[config.mk]
export PLATFORM = sky130hd
export DESIGN_NAME = conv2d_mem_if_mc_flat
export DESIGN_NICKNAME = d
export VERILOG_FILES = /design/src/rtl/conv2d_mem_if_mc_if.sv /design/src/rtl/conv2d_mem_if_mc.sv /design/src/flat_wrapper.sv
export SDC_FILE = /design/constraint.sdc
export NUM_CORES = 2
export LEC_CHECK = 0
export CORE_ASPECT_RATIO = 0.7
export CORE_MARGIN = 3
export CORE_UTILIZATION = 30
export DETAILED_ROUTE_END_ITERATION = 6
export GPL_TIMING_DRIVEN = 0
export PLACE_DENSITY = 0.45
export SLEW_MARGIN = 30
export SYNTH_ARGS = -nofsm -noshare
export SYNTH_HDL_FRONTEND = slang
export SYNTH_SLANG_ARGS = --single-unit
[constraint.sdc]
create_clock -name clk -period 34.9 [get_ports clk]
set_clock_uncertainty 0.15 [all_clocks]
set_input_delay 5.235 -clock clk [delete_from_list [all_inputs] [get_ports clk]]
set_output_delay 5.235 -clock clk [all_outputs]
set_load 0.02 [all_outputs]
[src/rtl/conv2d_mem_if_mc_if.sv]
// Handshake bundle between the conv2d engine, the memory system and the compute unit.
// master = engine side, slave = memory / compute side.
interface conv2d_mem_if_mc_if #(
    parameter int AWIDTH = 32,
    parameter int DWIDTH = 32
);
    logic [AWIDTH-1:0] req_read_addr;
    logic              req_read_addr_valid;
    logic              req_read_addr_ready;
    logic [31:0]       req_read_len;
    logic [AWIDTH-1:0] req_write_addr;
    logic              req_write_addr_valid;
    logic              req_write_addr_ready;
    logic [31:0]       req_write_len;
    logic [DWIDTH-1:0] req_write_data;
    logic              req_write_data_valid;
    logic              req_write_data_ready;
    logic              resp_write_status;
    logic              resp_write_status_valid;
    logic              resp_write_status_ready;
    logic [DWIDTH-1:0] wdata;
    logic              wdata_valid;
    logic              wdata_ready;

    modport master (
        output req_read_addr, req_read_addr_valid, req_read_len,
        input  req_read_addr_ready,
        output req_write_addr, req_write_addr_valid, req_write_len,
        input  req_write_addr_ready,
        output req_write_data, req_write_data_valid,
        input  req_write_data_ready,
        input  resp_write_status, resp_write_status_valid,
        output resp_write_status_ready,
        input  wdata, wdata_valid,
        output wdata_ready
    );

    modport slave (
        input  req_read_addr, req_read_addr_valid, req_read_len,
        output req_read_addr_ready,
        input  req_write_addr, req_write_addr_valid, req_write_len,
        output req_write_addr_ready,
        input  req_write_data, req_write_data_valid,
        output req_write_data_ready,
        output resp_write_status, resp_write_status_valid,
        input  resp_write_status_ready,
        output wdata, wdata_valid,
        input  wdata_ready
    );
endinterface

[src/rtl/conv2d_mem_if_mc.sv]
// Conv2d memory sequencer: weight fetch, halo-aware IFM fetch, buffered OFM writes.
// Define CONV2D_BURST_WT_EN to fetch all weights with a single burst request.
module conv2d_mem_if_mc #(
    parameter int AWIDTH      = 32,
    parameter int DWIDTH      = 32,
    parameter int WT_DIM      = 3,
    parameter int NUM_CH      = 1,
    parameter int WR_LOGDEPTH = 4
) (
    input  logic        clk,
    input  logic        rst_n,
    input  logic        start,
    output logic        idle,
    output logic        done,
    output logic        wr_err,
    input  logic [31:0] fm_dim,
    input  logic [31:0] stride,
    input  logic [31:0] wt_offset,
    input  logic [31:0] ifm_offset,
    input  logic [31:0] ofm_offset,
    conv2d_mem_if_mc_if.master mem,
    output logic [31:0] x,
    output logic [31:0] y,
    output logic [31:0] ch
);
`ifdef CONV2D_BURST_WT_EN
    localparam bit BURST = 1'b1;
`else
    localparam bit BURST = 1'b0;
`endif
    localparam int TOTAL = NUM_CH * WT_DIM * WT_DIM;
    localparam int KW    = $clog2(WT_DIM + 1);
    localparam int CW    = $clog2(NUM_CH + 1);
    localparam int WIW   = $clog2(TOTAL + 1);
    localparam int DEPTH = 2 ** WR_LOGDEPTH;
    localparam logic [KW-1:0]  K_LAST  = KW'(WT_DIM - 1);
    localparam logic [CW-1:0]  C_LAST  = CW'(NUM_CH - 1);
    localparam logic [WIW-1:0] WI_LAST = WIW'(TOTAL - 1);
    localparam logic [33:0]    HALF    = 34'(WT_DIM / 2);

    typedef enum logic [2:0] {
        IDLE, READ_WT, READ_IFM, WRITE_OFM, DRAIN
    } state_t;

    state_t state, state_nx;

    logic [31:0]    fm_q, wt_off_q, ifm_off_q, ofm_off_q;
    logic [1:0]     step_q;
    logic [WIW-1:0] wi_q;
    logic [CW-1:0]  c_q;
    logic [KW-1:0]  m_q, n_q;
    logic [31:0]    x_q, y_q, ofm_cnt_q, outst_q;
    logic           wr_err_q;

    logic [AWIDTH-1:0]      aw_mem [DEPTH];
    logic [DWIDTH-1:0]      wd_mem [DEPTH];
    logic [WR_LOGDEPTH:0]   aw_wp, aw_rp, wd_wp, wd_rp;
    logic aw_full, aw_empty, wd_full, wd_empty;

    logic              rd_valid;
    logic [AWIDTH-1:0] rd_addr;
    logic [31:0]       rd_len;
    logic start_ok, wt_last, halo, ifm_adv, last_elem;
    logic wr_fire, aw_fire, wd_fire, resp_fire;
    logic x_wrap, y_end, drained;
    logic [33:0] idx34, idy34;
    logic [31:0] ifm_addr;

    assign start_ok  = start && (fm_dim != 32'd0);
    assign wt_last   = BURST || (wi_q == WI_LAST);
    assign last_elem = (c_q == C_LAST) && (m_q == K_LAST) && (n_q == K_LAST);

    // Window coordinates go negative at the top/left edge; bit 33 flags that.
    assign idx34 = {2'b00, x_q} + 34'(n_q) - HALF;
    assign idy34 = {2'b00, y_q} + 34'(m_q) - HALF;
    assign halo  = idx34[33] || idy34[33]
                || (idx34[32:0] >= {1'b0, fm_q})
                || (idy34[32:0] >= {1'b0, fm_q});
    assign ifm_addr = ifm_off_q
                    + 32'(c_q) * fm_q * fm_q
                    + idy34[31:0] * fm_q
                    + idx34[31:0];

    assign x_wrap  = ({1'b0, x_q} + 33'(step_q)) >= {1'b0, fm_q};
    assign y_end   = ({1'b0, y_q} + 33'(step_q)) >= {1'b0, fm_q};
    assign drained = aw_empty && wd_empty && (outst_q == 32'd0);

    assign ifm_adv   = (state == READ_IFM) && (halo || mem.req_read_addr_ready);
    assign wr_fire   = mem.wdata_valid && mem.wdata_ready;
    assign aw_fire   = mem.req_write_addr_valid && mem.req_write_addr_ready;
    assign wd_fire   = mem.req_write_data_valid && mem.req_write_data_ready;
    assign resp_fire = mem.resp_write_status_valid;

    always_comb begin
        state_nx = state;
        rd_valid = 1'b0;
        rd_addr  = '0;
        rd_len   = 32'd1;
        unique case (state)
            IDLE: begin
                if (start_ok) state_nx = READ_WT;
            end
            READ_WT: begin
                rd_valid = 1'b1;
                rd_addr  = BURST ? AWIDTH'(wt_off_q)
                                 : AWIDTH'(wt_off_q + 32'(wi_q));
                rd_len   = BURST ? 32'(TOTAL) : 32'd1;
                if (mem.req_read_addr_ready && wt_last) state_nx = READ_IFM;
            end
            READ_IFM: begin
                rd_valid = !halo;
                rd_addr  = AWIDTH'(ifm_addr);
                if (ifm_adv && last_elem) state_nx = WRITE_OFM;
            end
            WRITE_OFM: begin
                if (wr_fire) state_nx = (x_wrap && y_end) ? DRAIN : READ_IFM;
            end
            DRAIN: begin
                if (drained) state_nx = IDLE;
            end
            default: state_nx = IDLE;
        endcase
    end

    assign mem.req_read_addr         = rd_addr;
    assign mem.req_read_addr_valid   = rd_valid;
    assign mem.req_read_len          = rd_len;
    assign mem.req_write_addr        = aw_mem[aw_rp[WR_LOGDEPTH-1:0]];
    assign mem.req_write_addr_valid  = !aw_empty;
    assign mem.req_write_len         = 32'd1;
    assign mem.req_write_data        = wd_mem[wd_rp[WR_LOGDEPTH-1:0]];
    assign mem.req_write_data_valid  = !wd_empty;
    assign mem.resp_write_status_ready = 1'b1;
    assign mem.wdata_ready = (state == WRITE_OFM) && !aw_full && !wd_full;

    assign idle   = (state == IDLE);
    assign done   = (state == DRAIN) && drained;
    assign wr_err = wr_err_q;
    assign x      = x_q;
    assign y      = y_q;
    assign ch     = 32'(c_q);

    assign aw_empty = (aw_wp == aw_rp);
    assign wd_empty = (wd_wp == wd_rp);
    assign aw_full  = (aw_wp[WR_LOGDEPTH] != aw_rp[WR_LOGDEPTH])
                   && (aw_wp[WR_LOGDEPTH-1:0] == aw_rp[WR_LOGDEPTH-1:0]);
    assign wd_full  = (wd_wp[WR_LOGDEPTH] != wd_rp[WR_LOGDEPTH])
                   && (wd_wp[WR_LOGDEPTH-1:0] == wd_rp[WR_LOGDEPTH-1:0]);

    always_ff @(posedge clk) begin
        if (wr_fire) begin
            aw_mem[aw_wp[WR_LOGDEPTH-1:0]] <= AWIDTH'(ofm_off_q + ofm_cnt_q);
            wd_mem[wd_wp[WR_LOGDEPTH-1:0]] <= mem.wdata;
        end
    end

    always_ff @(posedge clk or negedge rst_n) begin
        if (!rst_n) begin
            state     <= IDLE;
            fm_q      <= '0;
            wt_off_q  <= '0;
            ifm_off_q <= '0;
            ofm_off_q <= '0;
            step_q    <= 2'd1;
            wi_q      <= '0;
            c_q       <= '0;
            m_q       <= '0;
            n_q       <= '0;
            x_q       <= '0;
            y_q       <= '0;
            ofm_cnt_q <= '0;
            outst_q   <= '0;
            wr_err_q  <= 1'b0;
            aw_wp     <= '0;
            aw_rp     <= '0;
            wd_wp     <= '0;
            wd_rp     <= '0;
        end else begin
            state <= state_nx;
            if (state == READ_WT && mem.req_read_addr_ready)
                wi_q <= wi_q + WIW'(1);
            if (ifm_adv) begin
                n_q <= (n_q == K_LAST) ? '0 : n_q + KW'(1);
                if (n_q == K_LAST) begin
                    m_q <= (m_q == K_LAST) ? '0 : m_q + KW'(1);
                    if (m_q == K_LAST)
                        c_q <= (c_q == C_LAST) ? '0 : c_q + CW'(1);
                end
            end
            if (wr_fire) begin
                ofm_cnt_q <= ofm_cnt_q + 32'd1;
                aw_wp     <= aw_wp + (WR_LOGDEPTH+1)'(1);
                wd_wp     <= wd_wp + (WR_LOGDEPTH+1)'(1);
                if (x_wrap) begin
                    x_q <= '0;
                    y_q <= y_q + 32'(step_q);
                end else begin
                    x_q <= x_q + 32'(step_q);
                end
            end
            if (aw_fire) aw_rp <= aw_rp + (WR_LOGDEPTH+1)'(1);
            if (wd_fire) wd_rp <= wd_rp + (WR_LOGDEPTH+1)'(1);
            unique case ({aw_fire, resp_fire})
                2'b10:   outst_q <= outst_q + 32'd1;
                2'b01:   outst_q <= outst_q - 32'd1;
                default: outst_q <= outst_q;
            endcase
            if (resp_fire && !mem.resp_write_status) wr_err_q <= 1'b1;
            if (state == IDLE && start_ok) begin
                fm_q      <= fm_dim;
                wt_off_q  <= wt_offset;
                ifm_off_q <= ifm_offset;
                ofm_off_q <= ofm_offset;
                step_q    <= (stride == 32'd2) ? 2'd2 : 2'd1;
                wi_q      <= '0;
                c_q       <= '0;
                m_q       <= '0;
                n_q       <= '0;
                x_q       <= '0;
                y_q       <= '0;
                ofm_cnt_q <= '0;
                wr_err_q  <= 1'b0;
            end
        end
    end
endmodule

[src/flat_wrapper.sv]
// flat-port wrapper written by rule: the top's interface ports become plain ports
module conv2d_mem_if_mc_flat 
#(
    parameter int AWIDTH      = 32,
    parameter int DWIDTH      = 32,
    parameter int WT_DIM      = 3,
    parameter int NUM_CH      = 1,
    parameter int WR_LOGDEPTH = 4
)
  (clk, rst_n, start, idle, done, wr_err, fm_dim, stride, wt_offset, ifm_offset, ofm_offset, x, y, ch, mem_req_read_addr, mem_req_read_addr_valid, mem_req_read_len, mem_req_read_addr_ready, mem_req_write_addr, mem_req_write_addr_valid, mem_req_write_len, mem_req_write_addr_ready, mem_req_write_data, mem_req_write_data_valid, mem_req_write_data_ready, mem_resp_write_status, mem_resp_write_status_valid, mem_resp_write_status_ready, mem_wdata, mem_wdata_valid, mem_wdata_ready);
  conv2d_mem_if_mc_if #(.AWIDTH(AWIDTH), .DWIDTH(DWIDTH)) mem_i ();
  input  logic clk;
  input  logic rst_n;
  input  logic start;
  output logic idle;
  output logic done;
  output logic wr_err;
  input  logic [31:0] fm_dim;
  input  logic [31:0] stride;
  input  logic [31:0] wt_offset;
  input  logic [31:0] ifm_offset;
  input  logic [31:0] ofm_offset;
  output logic [31:0] x;
  output logic [31:0] y;
  output logic [31:0] ch;
  output wire logic [$bits(mem_i.req_read_addr)-1:0] mem_req_read_addr;
  output wire logic [$bits(mem_i.req_read_addr_valid)-1:0] mem_req_read_addr_valid;
  output wire logic [$bits(mem_i.req_read_len)-1:0] mem_req_read_len;
  input wire logic [$bits(mem_i.req_read_addr_ready)-1:0] mem_req_read_addr_ready;
  output wire logic [$bits(mem_i.req_write_addr)-1:0] mem_req_write_addr;
  output wire logic [$bits(mem_i.req_write_addr_valid)-1:0] mem_req_write_addr_valid;
  output wire logic [$bits(mem_i.req_write_len)-1:0] mem_req_write_len;
  input wire logic [$bits(mem_i.req_write_addr_ready)-1:0] mem_req_write_addr_ready;
  output wire logic [$bits(mem_i.req_write_data)-1:0] mem_req_write_data;
  output wire logic [$bits(mem_i.req_write_data_valid)-1:0] mem_req_write_data_valid;
  input wire logic [$bits(mem_i.req_write_data_ready)-1:0] mem_req_write_data_ready;
  input wire logic [$bits(mem_i.resp_write_status)-1:0] mem_resp_write_status;
  input wire logic [$bits(mem_i.resp_write_status_valid)-1:0] mem_resp_write_status_valid;
  output wire logic [$bits(mem_i.resp_write_status_ready)-1:0] mem_resp_write_status_ready;
  input wire logic [$bits(mem_i.wdata)-1:0] mem_wdata;
  input wire logic [$bits(mem_i.wdata_valid)-1:0] mem_wdata_valid;
  output wire logic [$bits(mem_i.wdata_ready)-1:0] mem_wdata_ready;
  assign mem_req_read_addr = mem_i.req_read_addr;
  assign mem_req_read_addr_valid = mem_i.req_read_addr_valid;
  assign mem_req_read_len = mem_i.req_read_len;
  assign mem_i.req_read_addr_ready = mem_req_read_addr_ready;
  assign mem_req_write_addr = mem_i.req_write_addr;
  assign mem_req_write_addr_valid = mem_i.req_write_addr_valid;
  assign mem_req_write_len = mem_i.req_write_len;
  assign mem_i.req_write_addr_ready = mem_req_write_addr_ready;
  assign mem_req_write_data = mem_i.req_write_data;
  assign mem_req_write_data_valid = mem_i.req_write_data_valid;
  assign mem_i.req_write_data_ready = mem_req_write_data_ready;
  assign mem_i.resp_write_status = mem_resp_write_status;
  assign mem_i.resp_write_status_valid = mem_resp_write_status_valid;
  assign mem_resp_write_status_ready = mem_i.resp_write_status_ready;
  assign mem_i.wdata = mem_wdata;
  assign mem_i.wdata_valid = mem_wdata_valid;
  assign mem_wdata_ready = mem_i.wdata_ready;
  conv2d_mem_if_mc #(.AWIDTH(AWIDTH), .DWIDTH(DWIDTH), .WT_DIM(WT_DIM), .NUM_CH(NUM_CH), .WR_LOGDEPTH(WR_LOGDEPTH)) u_core (.clk(clk), .rst_n(rst_n), .start(start), .idle(idle), .done(done), .wr_err(wr_err), .fm_dim(fm_dim), .stride(stride), .wt_offset(wt_offset), .ifm_offset(ifm_offset), .ofm_offset(ofm_offset), .mem(mem_i), .x(x), .y(y), .ch(ch));
endmodule
== Word level (Yosys, flattened, before mapping) ==
Memories as Yosys holds them, arrays and structs flattened.
Index checks and enable logic that the tools add are counted.
Cells by class
  $mul: 3
  muxes and demuxes: 37
  eq/ne operators: 21
  magnitude comparators: 4
  add/sub/neg operators: 24
  bitwise gates (word level): 1
  reductions and logical operators: 45
Operator list (number)
  32-bit two-way mux: 8
  32-bit by 2-bit adder with 33-bit output: 4
  33-bit by 32-bit >= comparator with 1-bit output: 4
  32-bit adder: 4
  32-bit case mux with 2 select lines: 2
  34-bit by 1-bit subtractor with 34-bit output (second input constant): 2
  32-bit by 1-bit adder with 32-bit output (second input constant): 2
  32-bit by 2-bit adder with 32-bit output: 2
  32-bit by 32-bit multiplier with 32-bit output: 2
  32-bit by 4-bit adder with 32-bit output: 1
  32-bit by 2-bit == test with 1-bit output (second input constant): 1
  32-bit logical NOT: 1
  1-bit by 32-bit multiplier with 32-bit output: 1
  32-bit nonzero test: 1
  32-bit by 1-bit subtractor with 32-bit output (second input constant): 1
  5-bit by 1-bit adder with 5-bit output (second input constant): 4
  1-bit logical AND: 20
  3-bit two-way mux: 6
  2-bit two-way mux: 8
  2-bit nonzero test: 8
  3-bit case mux with 5 select lines: 1
  5-bit == test: 2
  1-bit two-way mux: 9
  4-bit == test: 2
  other kinds (21): 39
Word-level totals
  input port bits: 201
  bits in registers: 291
  output and inout bits: 264
  word-level logic and storage cells: 156
  bits in writable memories: 1024
  memories kept: 2
Memory list
  u_core.aw_mem: depth 16, bits a word 32, read ports 1, clocked after memory_dff 0, wr ports 1, line conv2d_mem_if_mc.sv:55  | logic [AWIDTH-1:0] aw_mem [DEPTH];
  u_core.wd_mem: depth 16, bits a word 32, read ports 1, clocked after memory_dff 0, wr ports 1, line conv2d_mem_if_mc.sv:56  | logic [DWIDTH-1:0] wd_mem [DEPTH];

== Logic depth before layout (Yosys ltp) ==
  depth after elaboration: 10
  gate-level depth with buffers: 44
  mapped depth without buffers: 42

== Worst setup path before layout ==
OpenSTA, ideal clock, no wires.
  path type: reg2out
  start point: reg u_core.y_q[0] (netlist: u_core.y[0])
  end point: out mem_req_read_addr[31]
  data arrival time: 11818 ps
  slack: 17697 ps
  required time: 29515 ps
  cell stages (with the launch flop): 42
  path buffers: 2
  cell sequence: dfrtp_1 > ha_1 > fa_1 > nand3_2 > or4_4 > buf_6 > xnor2_1 > or3_1 > or3_1 > clkbuf_1 > or4b_4 > nand2_1 > o211ai_2 > xnor2_2 > and2_1 > fa_1 > inv_1 > fa_1 > [6 not listed] > fa_1 > inv_1 > fa_1 > fa_1 > xnor2_1 > xnor2_1 > xnor2_1 > xnor2_1 > xnor2_1 > xnor2_1 > xnor2_1 > xnor2_1 > xnor3_1 > xnor2_1 > xnor3_1 > xnor3_1 > xnor2_1 > o22ai_1
On the way
  longest elaborated chain between the ends: 6
RTL lines
  start: declaration: line conv2d_mem_if_mc.sv:52  | logic [31:0] x_q, y_q, ofm_cnt_q, outst_q;
  start signal: assignment: line conv2d_mem_if_mc.sv:196  | y_q <= y_q + 32'(step_q);
  32-bit by 2-bit adder with 33-bit output: line conv2d_mem_if_mc.sv:75  | assign idy34 = {2'b00, y_q} + 34'(m_q) - HALF;
  34-bit by 1-bit subtractor with 34-bit output: line conv2d_mem_if_mc.sv:75
  32-bit by 32-bit multiplier with 32-bit output: line conv2d_mem_if_mc.sv:81  | + idy34[31:0] * fm_q
  32-bit adder: line conv2d_mem_if_mc.sv:81
  32-bit adder: line conv2d_mem_if_mc.sv:82  | + idx34[31:0];
  32-bit case mux with 2 select lines: line conv2d_mem_if_mc.sv:99  | unique case (state)
  end: declaration: line flat_wrapper.sv:26  | output wire logic [$bits(mem_i.req_read_addr)-1:0] mem_req_read_addr;
No other way between the ends.

== Worst setup path after layout ==
  start point: reg u_core.y_q[1] (netlist: u_core.y[1])
  end point: out mem_req_read_addr[31]
The elaborated chain is that of the path after synthesis.

==> results.sh <==
export IMPL_fin_ws_ns=13.22
export IMPL_port_buffers=367
export IMPL_vias=52500
export IMPL_finalSetupViolCount=0
export IMPL_ys_flop_type="edfxtp_1"
export IMPL_drc=0
export IMPL_wirelength_um=279000
export IMPL_fill_cells=25400
export IMPL_critPathRequiredTime_ns=29.51
export IMPL_synth_top_area_share_pct=38.6
export IMPL_final_hold_viol_count=0
export IMPL_setup_tns_ns=0
export IMPL_critPathKind="flip-flop to output pin"
export IMPL_crit_slowest_cell="clkbuf_1"
export IMPL_fp_dieH_um=437
export IMPL_synth_top_area_cell="edfxtp_1"
export IMPL_drv_slew=0
export IMPL_track_usage_pct=20.3
export IMPL_end_kind="output pin"
export IMPL_overflow=0
export IMPL_netlist_area_sq_um=79800
export IMPL_dieArea_sq_um=272000
export IMPL_r2r_slack_ns=27.01
export IMPL_avgViaCountPerCell=4.94
export IMPL_post_route_util_pct=36.5
export IMPL_async_reset_ff_share_pct=22.1
export IMPL_grt_max_degree=77
export IMPL_arrival_ns=16.29
export IMPL_final_area_sq_um=96000
export IMPL_hold_buffers=0
export IMPL_hold_class="flip-flop to flip-flop"
export IMPL_rows=157
export IMPL_syn_inst=6275
export IMPL_post_route_min_period_ns=21.68
export IMPL_dr_pass1_iters=6
export IMPL_drv_cap=0
export IMPL_synth_edf_count=1024
export IMPL_cp_start_kind="flip-flop"
export IMPL_max_stage_delay_ns=0.81
export IMPL_finalNetCount=8096
export IMPL_cp_max_fo=11
export IMPL_cts_setup_buffers=0
export IMPL_multiInputGateArea_sq_um=38300
export IMPL_numCtsBuffers=149
export IMPL_ant_nets=0
export IMPL_fp_dieW_um=622
export IMPL_ys_warn_count=0
export IMPL_wl_per_cell_um=26.3
export IMPL_place_area_sq_um=91100
export IMPL_yosysSeqAreaShare_pct=47.7
export IMPL_fmax_mhz=46.1
export IMPL_status="completed"
export IMPL_grt_pass1_vias=53000
export IMPL_worst_pin_slew_ns=1.06
export IMPL_period_share_pct=62.1
export IMPL_gp_congestion=0.919
export IMPL_crit_top_cell="xnor2_1"
export IMPL_first_iter_violations=4963
export IMPL_area_delta_synth_final_pct=20.4
export IMPL_clk_pin_slew_ns=0.06
export IMPL_cts_resized=0
export IMPL_antenna_found_initial=29
export IMPL_dp_slack_ns=14.34
export IMPL_cts_tree="built"
export IMPL_start_util_pct=30.3
export IMPL_clock_sinks=1314
export IMPL_ys_ff_latch=1314
export IMPL_clkLatencyLatePin_ns=0.82
export IMPL_slew_headroom_pct=29.4
export IMPL_synth_area_leaders="edfxtp_1, fa_1, dfrtp_1, mux4_2, ha_1"
export IMPL_pin_count=465
export IMPL_syn_avg_cell_area_sq_um=12.7
export IMPL_drive_above_1_share_pct=13.5
export IMPL_root_buffer="clkbuf_16"
export IMPL_rsz0062_at_grt="no"
export IMPL_dp_hpwl_um=216000
export IMPL_seqCellArea_sq_um=38000
export IMPL_htreeDepth=4
export IMPL_cts_path_max_buffers=4
export IMPL_core_area_sq_um=263000
export IMPL_grt_pass1_wl_um=399000
export IMPL_ys_types=87
## synthesized netlist by cell type, types with 132 or more instances
| cell | instances |
|---|---|
| edfxtp_1 | 1024 |
| nand2_1 | 764 |
| inv_1 | 665 |
| fa_1 | 472 |
| ha_1 | 408 |
| mux4_2 | 320 |
| dfrtp_1 | 289 |
| nor2_1 | 268 |
| xnor2_1 | 261 |
| clkbuf_1 | 245 |
| and2_1 | 182 |
| o21ai_0 | 162 |
| xor2_1 | 150 |
| a21oi_1 | 132 |
## per-stage QoR
stage	hold WS (ns)	instances
3_5_place_dp	0.314	10400
5_1_grt	0.326	10600
3_3_place_gp	0.310	10200
2_1_floorplan	0.292	6370
4_1_cts	0.322	10600
6_report	0.319	10600
## layer usage
layer / GRT usage, % / up-vias / routed length, um
met5: 0 / - / 27
met4: 4.93 / 4 / 7110
met3: 2.95 / 293 / 15300
met2: 31.9 / 1542 / 129000
met1: 29.6 / 27500 / 128000
li1: - / 23200 / -
## layout by cell type (no fill, tap or decap), types with 151 or more instances in the layout
master | Yosys | final
edfxtp_1 | 1024 | 1024
nand2_1 | 764 | 764
inv_1 | 665 | 665
fa_1 | 472 | 472
ha_1 | 408 | 407
clkdlybuf4s50_1 | 0 | 366
mux4_2 | 320 | 320
dfrtp_1 | 289 | 289
nor2_1 | 268 | 242
clkbuf_1 | 245 | 232
xnor2_1 | 261 | 229
and2_1 | 182 | 182
o21ai_0 | 162 | 162
clkbuf_16 | 0 | 154
buf_4 | 103 | 151
## registers in the layout (all words and copies together) (netlist names), 4 cells and up
signal	flops
u_core.aw_mem	512
u_core.ofm_cnt_q	32
u_core.y	32
u_core.fm_q	32
u_core.wd_mem	512
u_core.x	32
u_core.ifm_off_q	32
u_core.wi_q	4
u_core.wd_wp	5
u_core.outst_q	32
u_core.wt_off_q	32
u_core.ofm_off_q	32
u_core.wd_rp	5
u_core.aw_rp	5
u_core.aw_wp	5
## kinds of logic (layout without fill, tap and decap cells)
logic type	Yosys count	in the layout	share of synthesized area [%]
and+or+nand+nor	1687	1687	9.97
adders and majority gates	880	880	18.2
muxes	333	333	9.20
xor gates and xnor gates	421	421	4.78
AOI/OAI and AO/OA	581	581	4.65
DFF	1314	1314	47.7
other	2	105	0.00942
buffers and inverters	1057	1811	5.49
## worst max-delay path, delay by kind of cell, from the launching register on
kind,cells,cell delay (ns)
AO/OA/AOI/OAI,2,0.89
XOR/XNOR,15,4.61
flip-flops,1,0.71
adder cells (fa/ha/maj),11,5.56
buffers and inverters,5,2.12
AND/OR/NAND/NOR,4,1.40
multiplexers,1,0.19
## worst paths after layout
check / endpoint / cells past startpoint / from
max: mem_req_read_addr[31] / 38 / u_core.y[1]
max in group asynchronous: u_core.ofm_off_q[20] / 3 / rst_n
min in group asynchronous: u_core.fm_q[22] / 1 / rst_n
min reg2reg: u_core.outst_q[31] / 1 / u_core.outst_q[31]
min: u_core.outst_q[31] / 1 / u_core.outst_q[31]
max reg2reg: u_core.m_q[0] / 19 / u_core.y[1]
## final cells by class
| cell class | count | area share [%] |
|---|---|---|
| antenna | 8 | 0.0208 |
| buffer | 390 | 2.04 |
| clock buffer | 192 | 4.24 |
| clock inverter | 68 | 0.818 |
| inverter | 667 | 2.61 |
| multi-input combinational | 3999 | 39.9 |
| sequential | 1314 | 39.6 |
| tap | 3498 | 4.56 |
| timing repair buffer | 494 | 6.22 |
Power is not shown: default switching activity piles up to over one toggle a cycle in this logic, so the estimate is an artifact.
